**src/rtl/muldiv_unit.sv**
```systemverilog
// muldiv_unit: iterative RV32M multiply/divide unit for the execute stage.
// One result bit per cycle: shift-add multiply, restoring divide. The latency is fixed at
// WIDTH + 1 edges from accept to valid_o, with no early-out.
// Ports:
//   clk_i, reset_n_i    clock, synchronous active-low reset
//   valid_i / ready_o   request handshake (ready_o = idle)
//   op_i                RV32M funct3 (MUL..REMU)
//   in1_i, in2_i        rs1 / rs2 operands
//   kill_i              flush: drop in-flight or unaccepted result
//   valid_o / ready_i   result handshake (valid_o = done)
//   out_o               result, held while valid_o = 1
module muldiv_unit #(
  parameter int unsigned WIDTH = 32
) (
  input  logic             clk_i,
  input  logic             reset_n_i,
  input  logic             valid_i,
  output logic             ready_o,
  input  logic [2:0]       op_i,
  input  logic [WIDTH-1:0] in1_i,
  input  logic [WIDTH-1:0] in2_i,
  input  logic             kill_i,
  output logic             valid_o,
  input  logic             ready_i,
  output logic [WIDTH-1:0] out_o
);

  localparam int unsigned CntW = $clog2(WIDTH);
  localparam logic [CntW-1:0] LastStep = CntW'(WIDTH - 1);

  typedef enum logic [1:0] {StIdle, StCalc, StSign, StDone} state_e;

  state_e               state_q, state_d;
  logic [2:0]           op_q, op_d;
  logic [CntW-1:0]      cnt_q, cnt_d;
  // Multiplicand for multiplies, divisor for divides.
  logic [WIDTH-1:0]     opnd_q, opnd_d;
  // Multiply: {partial product, remaining multiplier bits}.
  // Divide:   {partial remainder, remaining dividend bits / quotient bits}.
  logic [2*WIDTH-1:0]   acc_q, acc_d;
  logic [WIDTH-1:0]     in1_q, in1_d;
  logic                 neg_q, neg_d;
  logic                 div0_q, div0_d;
  logic                 ovf_q, ovf_d;
  logic [WIDTH-1:0]     out_q, out_d;

  // Accept-time operand decode
  logic             in1_signed, in2_signed;
  logic             sign1, sign2;
  logic [WIDTH-1:0] abs1, abs2;

  always_comb begin
    in1_signed = (op_i == 3'b001) || (op_i == 3'b010) || (op_i == 3'b100) || (op_i == 3'b110);
    in2_signed = (op_i == 3'b001) || (op_i == 3'b100) || (op_i == 3'b110);
    sign1      = in1_signed & in1_i[WIDTH-1];
    sign2      = in2_signed & in2_i[WIDTH-1];
    abs1       = sign1 ? -in1_i : in1_i;
    abs2       = sign2 ? -in2_i : in2_i;
  end

  // One iteration step for each algorithm
  logic [WIDTH:0]   mul_sum;
  logic [WIDTH:0]   rem_sh;
  logic [WIDTH:0]   rem_diff;
  logic             borrow;
  logic [WIDTH-1:0] rem_new;

  always_comb begin
    mul_sum  = {1'b0, acc_q[2*WIDTH-1:WIDTH]} + (acc_q[0] ? {1'b0, opnd_q} : '0);
    rem_sh   = {acc_q[2*WIDTH-1:WIDTH], acc_q[WIDTH-1]};
    // rem_sh < 2 * divisor, so WIDTH+1 bits hold the signed difference.
    rem_diff = rem_sh - {1'b0, opnd_q};
    borrow   = rem_diff[WIDTH];
    rem_new  = borrow ? rem_sh[WIDTH-1:0] : rem_diff[WIDTH-1:0];
  end

  // Result selection with sign fix-up
  logic [2*WIDTH-1:0] prod_fix;
  logic [WIDTH-1:0]   quo_fix, rem_fix;
  logic [WIDTH-1:0]   result;

  always_comb begin
    // High-half results need the full-width negation to propagate the borrow correctly.
    prod_fix = neg_q ? -acc_q : acc_q;
    quo_fix  = neg_q ? -acc_q[WIDTH-1:0] : acc_q[WIDTH-1:0];
    rem_fix  = neg_q ? -acc_q[2*WIDTH-1:WIDTH] : acc_q[2*WIDTH-1:WIDTH];
    result   = '0;
    if (!op_q[2]) begin
      result = (op_q[1:0] == 2'b00) ? prod_fix[WIDTH-1:0] : prod_fix[2*WIDTH-1:WIDTH];
    end else if (div0_q) begin
      result = op_q[1] ? in1_q : '1;
    end else if (ovf_q) begin
      result = op_q[1] ? '0 : in1_q;
    end else begin
      result = op_q[1] ? rem_fix : quo_fix;
    end
  end

  always_comb begin
    state_d = state_q;
    op_d    = op_q;
    cnt_d   = cnt_q;
    opnd_d  = opnd_q;
    acc_d   = acc_q;
    in1_d   = in1_q;
    neg_d   = neg_q;
    div0_d  = div0_q;
    ovf_d   = ovf_q;
    out_d   = out_q;

    unique case (state_q)
      StIdle: begin
        if (valid_i) begin
          op_d   = op_i;
          cnt_d  = '0;
          in1_d  = in1_i;
          opnd_d = op_i[2] ? abs2 : abs1;
          acc_d  = {{WIDTH{1'b0}}, op_i[2] ? abs1 : abs2};
          // REM takes the dividend's sign; MUL*, DIV take the product of signs.
          neg_d  = (op_i[2] & op_i[1]) ? sign1 : (sign1 ^ sign2);
          div0_d = (in2_i == '0);
          ovf_d  = (op_i == 3'b100 || op_i == 3'b110) &&
                   (in1_i == {1'b1, {(WIDTH-1){1'b0}}}) && (in2_i == '1);
          state_d = StCalc;
        end
      end
      StCalc: begin
        if (op_q[2]) begin
          acc_d = {rem_new, acc_q[WIDTH-2:0], ~borrow};
        end else begin
          acc_d = {mul_sum, acc_q[WIDTH-1:1]};
        end
        cnt_d = cnt_q + CntW'(1);
        if (cnt_q == LastStep) begin
          state_d = StSign;
        end
      end
      StSign: begin
        out_d   = result;
        state_d = StDone;
      end
      StDone: begin
        if (ready_i) begin
          state_d = StIdle;
        end
      end
      default: state_d = StIdle;
    endcase

    // Flush wins over everything but reset; the last result stays on out_o.
    if (kill_i) begin
      state_d = StIdle;
      out_d   = out_q;
    end
  end

  always_ff @(posedge clk_i) begin
    if (!reset_n_i) begin
      state_q <= StIdle;
      op_q    <= '0;
      cnt_q   <= '0;
      opnd_q  <= '0;
      acc_q   <= '0;
      in1_q   <= '0;
      neg_q   <= 1'b0;
      div0_q  <= 1'b0;
      ovf_q   <= 1'b0;
      out_q   <= '0;
    end else begin
      state_q <= state_d;
      op_q    <= op_d;
      cnt_q   <= cnt_d;
      opnd_q  <= opnd_d;
      acc_q   <= acc_d;
      in1_q   <= in1_d;
      neg_q   <= neg_d;
      div0_q  <= div0_d;
      ovf_q   <= ovf_d;
      out_q   <= out_d;
    end
  end

  assign ready_o = (state_q == StIdle);
  assign valid_o = (state_q == StDone);
  assign out_o   = out_q;

endmodule

```
**config.mk**
```make
export PLATFORM = sky130hd
export DESIGN_NAME = muldiv_unit
export DESIGN_NICKNAME = d
export VERILOG_FILES = /design/src/rtl/muldiv_unit.sv
export SDC_FILE = /design/constraint.sdc
export NUM_CORES = 1
export LEC_CHECK = 0
export ABC_AREA = 1
export BUFFER_PORTS_ARGS = -buffer_cell sky130_fd_sc_hd__buf_2
export CAP_MARGIN = 5
export CORE_MARGIN = 2
export CORE_UTILIZATION = 39
export CTS_CLUSTER_DIAMETER = 50
export DETAILED_ROUTE_END_ITERATION = 7
export PLACE_DENSITY_LB_ADDON = 0.25
export SETUP_SLACK_MARGIN = 0.1
export SYNTH_ARGS = -nofsm -noshare
export SYNTH_HDL_FRONTEND = slang
export SYNTH_SLANG_ARGS = --single-unit
```
**constraint.sdc**
```tcl
create_clock -name clk_i -period 2.9 [get_ports clk_i]
set_input_delay 0.145 -clock clk_i [delete_from_list [all_inputs] [get_ports clk_i]]
set_output_delay 0.145 -clock clk_i [all_outputs]
set_load 0.02 [all_outputs]
```
==> flow_metrics.env <==
export IMPL_status="completed"
export IMPL_synth_cell_types=53
export IMPL_path_common_cell="nand2_1"
export IMPL_drt_total_wl_um=87000
export IMPL_finalHoldWorstSlack_ns=0.00346
export IMPL_synth_area_per_cell_um2=5.43
export IMPL_port_buffers=105
export IMPL_final_layout_size_suffix_gt1_share_pct=8.55
export IMPL_postRouteAntennaNets=0
export IMPL_hp_class="primary input to flip-flop"
export IMPL_finalHoldViolCount=0
export IMPL_min_period_ns=2.59
export IMPL_path_max_fanout=14
export IMPL_p_int_mw=4.99
export IMPL_worstPathRequired_ns=3.27
export IMPL_fillers=5539
export IMPL_synth_cells=3559
export IMPL_hpwlAfterDp_um=70800
export IMPL_die_area_mm2=0.0513
export IMPL_nets=3799
export IMPL_synth_fp_nets=3708
export IMPL_drtIter0Drc=3319
export IMPL_arrival_ns=2.96
export IMPL_power_density_mw_per_mm2=430
export IMPL_multi_input_area_mm2=0.0133
export IMPL_root_buffer="clkbuf_16"
export IMPL_syn_cell_area_mm2=0.0193
export IMPL_worstHoldStart="op_i[0]"
export IMPL_tightest_slew_ns=0.937
export IMPL_setup_viol=0
export IMPL_fin_skew_ns=0.0179
export IMPL_ys_seq_area_share_pct=17.9
export IMPL_reg2reg_from="acc_q[0]$_SDFFE_PN0P_"
export IMPL_ys_async_sr_fraction_pct=0
export IMPL_seq_power_share_pct=29.7
export IMPL_maxSlewViolCount=0
export IMPL_first_global_vias=21200
export IMPL_final_cell_mix="nand2_1 (1048), inv_1 (517), nand3_1 (370), nor2_1 (345), a21oi_1 (271)"
export IMPL_ys_warn_count=0
export IMPL_avgViaCountPerCell=5.51
export IMPL_worstPathCellList="buf_4, inv_2, ha_1, nand3_1, nor2_2, nand4_2, nand2_2, nand2_1, o21ai_0, nand2_1, nand2_1, a21oi_1"
export IMPL_track_usage_pct=33.7
export IMPL_dominantRegCellSynth="dfxtp_1"
export IMPL_route_detailed_drc=0
export IMPL_clock_fmax_ghz=0.386
export IMPL_grt_pass1_wl_um=130000
export IMPL_rows=81
export IMPL_crit_type="flip-flop to flip-flop"
export IMPL_irDropWorstVdd_mv=0.394
export IMPL_regArea_mm2=0.00347
export IMPL_layout_commonest_cell="nand2_1"
export IMPL_synth_edf_count=0
export IMPL_endpoint_kind="flip-flop"
export IMPL_p_comb_share_pct=44.3
export IMPL_first_pass_iters=6
export IMPL_path_buf_inv=2
export IMPL_clock_sinks=173
export IMPL_htreeDepth=4
export IMPL_p_switching_mw=4.30
export IMPL_antenna_found_initial=1
export IMPL_start_util_pct=39.5
export IMPL_tns_ns=0
export IMPL_power_leakage_nw=11.0
export IMPL_overflow=0
export IMPL_core_mm2=0.0490
export IMPL_cts_tree="built"
export IMPL_switching_share_pct=46.3
export IMPL_cpLargestDelayFamily="simple AND/OR/NAND/NOR gates"
export IMPL_max_cap_violations=0
export IMPL_ioPinCount=106
export IMPL_wire_per_inst_um=20.1
export IMPL_gp_congestion=1.03
export IMPL_post_route_period_util_pct=89.3
export IMPL_maxSlewHeadroom_pct=37.5
export IMPL_p_clk_share_pct=26.1
export IMPL_cp_startpoint="acc_q[0]$_SDFFE_PN0P_"
export IMPL_cpMaxStageDelayCell="o21ai_0"
export IMPL_synth_seq_cells=173
export IMPL_rsz0062_at_grt="false"
export IMPL_clk_latency_ns=0.48
export IMPL_max_stage_delay_ns=0.48
export IMPL_clk_path_buf_depth=2
export IMPL_clk_pin_slew_worst_paths_ns=0.08
export IMPL_cts_made_buffers=17
export IMPL_area_growth_pct=11.9
export IMPL_start_kind="flip-flop"
export IMPL_vias=23800
export IMPL_die_w_um=227
export IMPL_grt_max_degree=92
export IMPL_die_height_um=227
## area by class of cell
class | count | area share, %
Multi-Input combinational cell | 2714 | 61.4
Clock buffer | 17 | 1.97
Inverter | 528 | 9.17
Clock inverter | 14 | 0.689
Sequential cell | 173 | 16.0
Timing Repair Buffer | 216 | 6.83
Tap cell | 664 | 3.84
Antenna cell | 2 | 0.0231
## final timing paths
path                                          endpoint  slack [ns]  cells past startpoint
worst max register to register  out_o[14]$_SDFFE_PN0P_        0.31                     12
worst min register to register   cnt_q[4]$_SDFFE_PN0P_        0.47                      2
worst max-delay path            out_o[14]$_SDFFE_PN0P_        0.31                     12
worst min-delay path              op_q[0]$_SDFFE_PN0P_       0.003                      3
## per-layer routing
layer	global-route usage, %	share of wire, %
met5	0	0
met1	46.6	42
met2	49.6	41
met4	14.6	5.0
met3	7.81	12
## power by group through the flow
| stage | registers (mW) | logic, mW | clock network, mW |
|---|---|---|---|
| after detailed placement | 2.80 | 3.95 | 0 |
| after CTS | 2.75 | 3.98 | 2.43 |
| after floorplan | 2.73 | 2.62 | 0 |
| after global routing | 2.77 | 4.49 | 2.49 |
| final | 2.76 | 4.11 | 2.42 |
| after global placement | 2.80 | 3.97 | 0 |
## through the flow
step,total power [mW],utilization [%],cells,worst slack (ns),instance area [um^2]
3_5_place_dp,6.75,42.8,4286,0.218,20900
4_1_cts,9.15,44.1,4324,0.185,21600
6_report,9.29,44.2,4328,0.310,21600
5_1_grt,9.76,44.2,4326,0.100,21600
3_3_place_gp,6.78,42.8,4286,0.212,20900
2_1_floorplan,5.36,-,3559,0.266,19300
## registers in the layout, summed over array words and instances, names as in the netlist
register,flops
acc_q,64
cnt_q,5
div0_q,1
in1_q,32
neg_q,1
op_q,3
opnd_q,32
out_o,32
ovf_q,1
state_q,2
## worst reg2reg max path, stage by stage (launching register included)
cell	delay, ns
dfxtp_2	0.36
buf_4	0.18
inv_2	0.09
ha_1	0.18
nand3_1	0.15
nor2_2	0.18
nand4_2	0.14
nand2_2	0.33
nand2_1	0.13
o21ai_0	0.48
nand2_1	0.11
nand2_1	0.09
a21oi_1	0.06
## synthesized netlist by cell type (7+ instances only)
| cell type | instances | area share (%) |
|---|---|---|
| dfxtp_1 | 173 | 18 |
| nand2_2 | 14 | 0.45 |
| a21oi_1 | 271 | 7.0 |
| nand4_1 | 42 | 1.4 |
| buf_1 | 23 | 0.45 |
| nor3_1 | 28 | 0.73 |
| ha_1 | 75 | 4.9 |
| o21ai_0 | 252 | 6.5 |
| o21ai_1 | 14 | 0.36 |
| nand2_1 | 1049 | 20 |
| xor2_1 | 80 | 3.6 |
| nor2_2 | 10 | 0.32 |
| o221ai_1 | 10 | 0.45 |
| clkbuf_1 | 102 | 2.0 |
| buf_2 | 13 | 0.34 |
| o21bai_1 | 7 | 0.27 |
| or2_2 | 9 | 0.29 |
| nor2_1 | 347 | 6.7 |
| a31oi_1 | 11 | 0.36 |
| nand3b_1 | 13 | 0.51 |
| xnor2_1 | 10 | 0.45 |
| nand3_1 | 370 | 9.6 |
| a21oi_2 | 8 | 0.36 |
| inv_1 | 519 | 10 |
| o211ai_1 | 42 | 1.6 |
## timing repair
item	4_1_cts	5_1_grt
hold endpoints to repair	8	0
hold buffers	7	0
setup buffers	0	2
gates resized for setup	0	8
endpoints found under the setup margin	0	34
## cells by family after synthesis
group | Yosys count | synth area share [%]
XOR/XNOR | 90 | 4.08
AO/OA/AOI/OAI | 638 | 18.0
flip-flops | 173 | 17.9
buffers and inverters | 672 | 13.4
AND/OR/NAND/NOR | 1909 | 41.6
adder cells (fa/ha/maj) | 77 | 5.06
(Power assumes the default switching activity.)
